--- src/rtl/axi_credit_tx_pkg.sv ---
// Shared constants for the short AXI-stream FIFO family. The transmitter and
// the remote FIFO both take their depth from here so the credit pool always
// matches the space available at the far end.
package axi_credit_tx_pkg;

    // Depth of the default short FIFO, which is also the initial credit pool.
    localparam int SHORT_FIFO_DEPTH = 32;

    // Counter width needed to hold the value SHORT_FIFO_DEPTH itself.
    localparam int SHORT_FIFO_CW = 6;

endpackage

--- src/rtl/axi_credit_counter.sv ---
// Saturating up/down credit counter with a sticky overflow flag.
// It decrements by one on dec and adds inc in the same cycle. A total above
// CREDITS clamps to CREDITS and raises overflow until reset or clear.
module axi_credit_counter
    import axi_credit_tx_pkg::*;
#(
    parameter int CREDITS = SHORT_FIFO_DEPTH,
    parameter int CW      = SHORT_FIFO_CW
) (
    input  logic          clk,
    input  logic          reset,
    input  logic          clear,
    input  logic          dec,
    input  logic [CW-1:0] inc,
    output logic [CW-1:0] count,
    output logic          overflow
);

    localparam logic [CW:0]   LIMIT = (CW + 1)'(CREDITS);
    localparam logic [CW-1:0] FULL  = CW'(CREDITS);

    logic [CW:0] sum;

    // Combined update, computed one bit wider so an over-return is visible.
    always_comb begin
        sum = {1'b0, count} - {{CW{1'b0}}, dec} + {1'b0, inc};
    end

    // Register the count, clamping at the pool size and latching overflow.
    always_ff @(posedge clk) begin
        if (reset || clear) begin
            count    <= FULL;
            overflow <= 1'b0;
        end else if (sum > LIMIT) begin
            count    <= FULL;
            overflow <= 1'b1;
        end else begin
            count    <= sum[CW-1:0];
        end
    end

endmodule

--- src/rtl/axi_credit_tx.sv ---
// Credit-based AXI4-Stream transmitter. It forwards words from a local
// producer onto a link that ends in a remote short FIFO. A word is accepted
// only when a credit is available. The credit is spent when the word enters
// the output register, so every word on the link already has space reserved
// at the far end.
module axi_credit_tx
    import axi_credit_tx_pkg::*;
#(
    parameter int WIDTH   = 32,
    parameter int CREDITS = SHORT_FIFO_DEPTH,
    parameter int CW      = SHORT_FIFO_CW
) (
    input  logic             clk,
    input  logic             reset,
    input  logic             clear,
    input  logic [WIDTH-1:0] i_tdata,
    input  logic             i_tvalid,
    output logic             i_tready,
    output logic [WIDTH-1:0] o_tdata,
    output logic             o_tvalid,
    input  logic             o_tready,
    input  logic [CW-1:0]    cr_tdata,
    input  logic             cr_tvalid,
    output logic [CW-1:0]    credits,
    output logic             overflow
);

    logic          take;
    logic [CW-1:0] ret;

    // Accept a word when a credit is in hand and the output register is free or draining.
    always_comb begin
        i_tready = (credits != '0) && (!o_tvalid || o_tready);
        take     = i_tvalid && i_tready;
        ret      = cr_tvalid ? cr_tdata : '0;
    end

    // Output register: load on accept, empty after a link handshake, hold while stalled.
    always_ff @(posedge clk) begin
        if (reset || clear) begin
            o_tvalid <= 1'b0;
            o_tdata  <= '0;
        end else if (take) begin
            o_tvalid <= 1'b1;
            o_tdata  <= i_tdata;
        end else if (o_tready) begin
            o_tvalid <= 1'b0;
        end
    end

    axi_credit_counter #(
        .CREDITS (CREDITS),
        .CW      (CW)
    ) u_counter (
        .clk      (clk),
        .reset    (reset),
        .clear    (clear),
        .dec      (take),
        .inc      (ret),
        .count    (credits),
        .overflow (overflow)
    );

endmodule

--- config.mk ---
export PLATFORM = sky130hd
export DESIGN_NAME = axi_credit_tx
export DESIGN_NICKNAME = d
export VERILOG_FILES = /design/src/rtl/axi_credit_tx_pkg.sv /design/src/rtl/axi_credit_counter.sv /design/src/rtl/axi_credit_tx.sv
export SDC_FILE = /design/constraint.sdc
export NUM_CORES = 1
export LEC_CHECK = 0
export ABC_CLOCK_PERIOD_IN_PS = 4400
export BUFFER_PORTS_ARGS = -buffer_cell sky130_fd_sc_hd__buf_2
export CAP_MARGIN = 0
export CORE_AREA = 2 2 69 71
export CTS_CLUSTER_SIZE = 12
export DETAILED_ROUTE_END_ITERATION = 16
export DIE_AREA = 0 0 71 73
export GPL_ROUTABILITY_DRIVEN = 0
export PLACE_DENSITY = 0.78
export SLEW_MARGIN = 15
export SYNTH_ARGS = -nofsm -noshare
export SYNTH_HDL_FRONTEND = slang
export SYNTH_HIERARCHICAL = 1
export SYNTH_SLANG_ARGS = --single-unit
--- constraint.sdc ---
create_clock -name clk -period 4.4 [get_ports clk]
set_input_delay 0.22 -clock clk [delete_from_list [all_inputs] [get_ports clk]]
set_output_delay 0.22 -clock clk [all_outputs]
set_load 0.005 [all_outputs]
# Word-level counts from Yosys, hierarchy flattened

Index checks and enable logic that the tools add are counted.

Add/subtract/negate cells: 2
Multiply operators: 0
Divide/modulo/power cells: 0
$lt $le $gt $ge: 1
Equal/unequal tests: 0
Shift operators: 0
Muxes and demuxes: 3
Bitwise operators: 0
Reduce and logical (&&, ||, !) cells: 8

Operators with widths:

| kind                 | number |
|---|---|
| $add A7 B6 Y7        | 1 |
| $gt A7 B6 Y1 const B | 1 |
| $sub A6 B1 Y7        | 1 |
| $mux W6              | 1 |
| $reduce_bool A6 Y1   | 1 |
| $logic_and A1 B1 Y1  | 2 |
| $logic_or A1 B1 Y1   | 2 |
| $mux W1              | 2 |
| $reduce_bool A2 Y1   | 1 |
| $reduce_or A2 Y1     | 1 |
| $logic_not A1 Y1     | 1 |

Register bits: 40
Bits in latches: 0
Bits in writable memories: 0
Memory bits (read-only): 0
Input port bits: 44
Output and inout port bits: 41
Word-level logic and storage cells: 18
Memories kept: 0

# Depth between registers and ports, before layout

Word-level depth: 8
Mapped depth: 14
Depth with buffers taken out: 12

# Modules after synthesis

The synthesis kept the hierarchy.

Modules (own cells, without submodules):

| module             | times used | cells each | area each (um^2) | sequential area each (um^2) |
|---|---|---|---|---|
| axi_credit_tx      | 1          | 153        | 1412.6           | 660.6 |
| axi_credit_counter | 1          | 82         | 649.4            | 140.1 |

# Worst setup path before layout

OpenSTA, ideal clock, no wires.

Kind: register -> register
From: register u_counter.count[1]
To: register u_counter.overflow
Library setup time: 0.120 ns
Arrival: 3.278 ns
Required time: 4.280 ns
Path slack: 1.002 ns
Stages on the path, launching flop included: 15
Buffers on the path: 2
Period minus slack after synthesis: 3.398 ns
Cell sequence: dfxtp_1 > or4_4 > o311a_1 > buf_6 > buf_12 > ha_1 > inv_1 > ha_1 > inv_1 > fa_1 > nand2b_1 > a21oi_1 > xor2_1 > o31a_2 > o31a_1

Word-level cells in the longest chain between the ends: 6

RTL lines:

| item                   | line                     | source |
|---|---|---|
| start, declared        | axi_credit_counter.sv:15 | `output logic [CW-1:0] count,` |
| start signal, assigned | axi_credit_counter.sv:38 | `count <= sum[CW-1:0];` |
| $reduce_bool A6 Y1     | axi_credit_tx.sv:33      | `i_tready = (credits != '0) && (!o_tvalid \|\| o_tready);` |
| $logic_and A1 B1 Y1    | axi_credit_tx.sv:33      |  |
| $logic_and A1 B1 Y1    | axi_credit_tx.sv:34      | `take = i_tvalid && i_tready;` |
| named net take         | axi_credit_tx.sv:28      | `logic take;` |
| $sub A6 B1 Y7          | axi_credit_counter.sv:26 | `sum = {1'b0, count} - {{CW{1'b0}}, dec} + {1'b0, inc};` |
| $add A7 B6 Y7          | axi_credit_counter.sv:26 |  |
| $gt A7 B6 Y1           | axi_credit_counter.sv:34 | `end else if (sum > LIMIT) begin` |
| end signal, assigned   | axi_credit_counter.sv:33 | `overflow <= 1'b0;` |
| end signal, assigned   | axi_credit_counter.sv:36 | `overflow <= 1'b1;` |
| end, declared          | axi_credit_counter.sv:16 | `output logic overflow` |

The timed path passes the listed nets, and every way through them passes these cells.
A chain may end at the register's enable or synchronous reset.

# Worst setup path in the final report

From: register u_counter.count[1]
To: register u_counter.count[3]

Word-level cells in the longest chain between the ends: 7

RTL lines:

| item                              | line |
|---|---|
| $reduce_bool A6 Y1                | axi_credit_tx.sv:33 |
| $logic_and A1 B1 Y1               | axi_credit_tx.sv:33 |
| $logic_and A1 B1 Y1               | axi_credit_tx.sv:34 |
| $sub A6 B1 Y7 *                   | axi_credit_counter.sv:26 |
| $add A7 B6 Y7 *                   | axi_credit_counter.sv:26 |
| $gt A7 B6 Y1                      | axi_credit_counter.sv:34 |
| $reduce_or A2 Y1 (no source line) | -- |

Every way passes the cells marked *; elsewhere a longest branch is shown, timed or not.

==> flow_summary_export.csv <==
group,metric,value,unit
grt,antenna_found_initial,0,
power,clkPwrFrac,0.219,
place,port_buffers,84,
finish,syn2layout_area_growth,26.2,%
grt,globalRouteTotalUtil,0.158,
power,p_int,940,µW
clock_network,ctsHoldBuffers,0,
clock_network,cts_tree,"yes",
yosys,synthCells,235,
clock_network,clk_path_buf_depth,2,
clock_network,cts-root-buf,"clkbuf_8",
die,start_util,0.455,
setup_path,worstPathCellList,"or4_4 -> o311a_2 -> ha_1 -> inv_1 -> ha_1 -> inv_1 -> fa_1 -> nand2b_1 -> a21oi_1 -> mux2i_1 -> nand3_1 -> nor3b_1",
grt,grt_max_degree,66,
die,die_w,71,µm
timing,setup_viol,0,
yosys,yosysMostFrequentCell,"nand2_1",
yosys,synthFlopType,"dfxtp_1",
yosys,yosys.area.top_type_share,0.388,
clock_network,cts_buffers,5,
setup_path,reg2reg_slack,1.02,ns
power,p_sw,512,µW
timing,fin_setup_tns,0,ns
yosys,synth_nets,292,
power,combPwrFrac,0.471,
yosys,synth_common_cells,"nand2_1, dfxtp_1, mux2i_1",
clock_network,cts_sinks,40,
clock_network,h-tree-depth,2,
die,die_h,73,µm
place,place_ws,1.05,ns
die,die_area,5180,µm²
die,rows,25,
route,viasPerCell,4.70,
clock_network,cts_setup_buffers,0,
route,wl_per_cell,11.3,µm
yosys,ys_warn_count,6,
run,cap_violations,0,
yosys,synth_top_area_cell,"dfxtp_1",
power,p_sw_frac,0.353,
setup_path,worstPathMaxFanout,4,
setup_path,worstPathRequired,4.59,ns
clock_network,cts_resized,0,
clock_network,clkLatencyLatePin,0.28,ns
die,core-area,4540,µm²
setup_path,critPathBufInv,2,
route,vias,1748,
yosys,yosysSeqAreaShare,0.388,
yosys,synth_edf_count,0,
yosys,async_reset_ff_frac,0,
grt,first_global_vias,1539,
timing,worst_pin_slew,0.585,ns
setup_path,max_stage_delay,0.54,ns
timing,final_hold_viol_count,0,
setup_path,cp_slowest_cell,"or4_4",
route,drt_iter0_drc,48,
power,leakage,1.32,nW
timing,fin_crit_sh,0.768,
timing,max_freq,296,MHz
timing,fin_ws,1.02,ns
power,peakVddDrop,0.446,mV
route,routed_wirelength,4220,µm
finish,drive_gt1_frac,0.318,
setup_path,crit_family,"simple AND/OR/NAND/NOR gates",
yosys,ys_ff_latch,40,
timing,slew_viol_final,0,
die,num_io_pins,85,
grt,grt_pass1_wl,6640,µm
setup_path,critPathArrivalTime,3.57,ns
clock_network,path_clk_slew,0.08,ns
power,sequentialPowerShare,0.310,
setup_path,crit_type,"reg -> reg",
route,drc,0,
setup_path,startpoint_type,"flip-flop",
route,ant_nets,0,
setup_path,critPathCaptureType,"flip-flop",
yosys,syn-cell-area,2060,µm²
grt,grt-ovfl-total,0,
timing,rsz0062_at_grt,"no",
place,dp.final_hpwl,3280,µm
finish,nets,374,
timing,skew,0.00713,ns
timing,min_period,3.38,ns
route,dr.pass1.iters,4,
power,power-per-cell-area,558,nW/µm²
status,outcome,"completed",
min_path,hp-class,"in -> reg",
yosys,ys_types,32,
timing,relSlewSlack,0.610,
yosys,syn_area_per_cell,8.77,µm²
yosys,synth.area.top_cells,"dfxtp_1, mux2i_1, nand2_1",
finish,antenna_cells,0,
## registers in the layout, summed over array words and instances, names as in the netlist
signal	flops
o_tvalid	1
o_tdata	32
u_counter/count	6
u_counter/overflow	1
## tightest hold or removal path, stage by stage
cell,delay (ns)
buf_2,0.09
nand2_1,0.04
mux2i_1,0.05
## power by group through the flow
stage / clock network [mW] / registers, mW / logic (mW)
finish: 0.318 / 0.450 / 0.685
global route: 0.343 / 0.456 / 0.768
CTS: 0.329 / 0.450 / 0.687
detailed placement: 0 / 0.459 / 0.682
global placement: 0 / 0.456 / 0.674
floorplan: 0 / 0.458 / 0.548
## area by class of cell
cell class | instances | area [µm²]
Multi-Input combinational cell | 160 | 1080
Sequential cell | 40 | 801
Timing Repair Buffer | 86 | 435
Inverter | 24 | 90.1
Fill cell | 433 | 1930
Tap cell | 54 | 67.6
Clock inverter | 1 | 30.0
Clock buffer | 7 | 96.3
## kinds of logic after synthesis
group | synth area share
flip-flops | 0.388
buffers and inverters | 0.0910
adder cells (fa/ha/maj) | 0.0825
AND/OR/NAND/NOR | 0.212
AO/OA/AOI/OAI | 0.0528
multiplexers | 0.160
XOR/XNOR | 0.0127
## layout by cell type (no fill, tap or decap), types with 3 or more instances in the layout
cell,n
dfxtp_1,40
nor2_1,7
clkbuf_8,7
nand2_1,65
ha_1,12
and2_1,6
mux2i_1,33
buf_2,84
nor3b_1,5
xor2_1,3
o21ai_0,3
inv_1,24
## through the flow
| step | hold slack, ns | cells | util | area (µm²) | power (mW) |
|---|---|---|---|---|---|
| after floorplan | 0.362 | 235 | - | 2060 | 1.01 |
| after global placement | 0.440 | 364 | 0.546 | 2480 | 1.13 |
| after detailed placement | 0.444 | 364 | 0.546 | 2480 | 1.14 |
| after CTS | 0.168 | 372 | 0.574 | 2600 | 1.47 |
| after global routing | 0.166 | 372 | 0.574 | 2600 | 1.57 |
| final | 0.174 | 372 | 0.574 | 2600 | 1.45 |
## path summary, 6_finish.rpt
check	start	end	cells after the start
hold / removal	i_tdata[3]	o_tdata[3]	3
setup reg to reg	u_counter/count[1]	u_counter/count[3]	12
setup / recovery	u_counter/count[1]	u_counter/count[3]	12
hold reg to reg	o_tdata[23]	o_tdata[23]	2
## layer usage
metal	part of all wire	up-vias	GRT usage
met1	0.45	775	0.185
met2	0.49	43	0.291
met3	0.052	5	0.0345
met5	0	-	0
met4	0.0097	0	0.0440
li1	-	925	-
(Power assumes the default switching activity.)
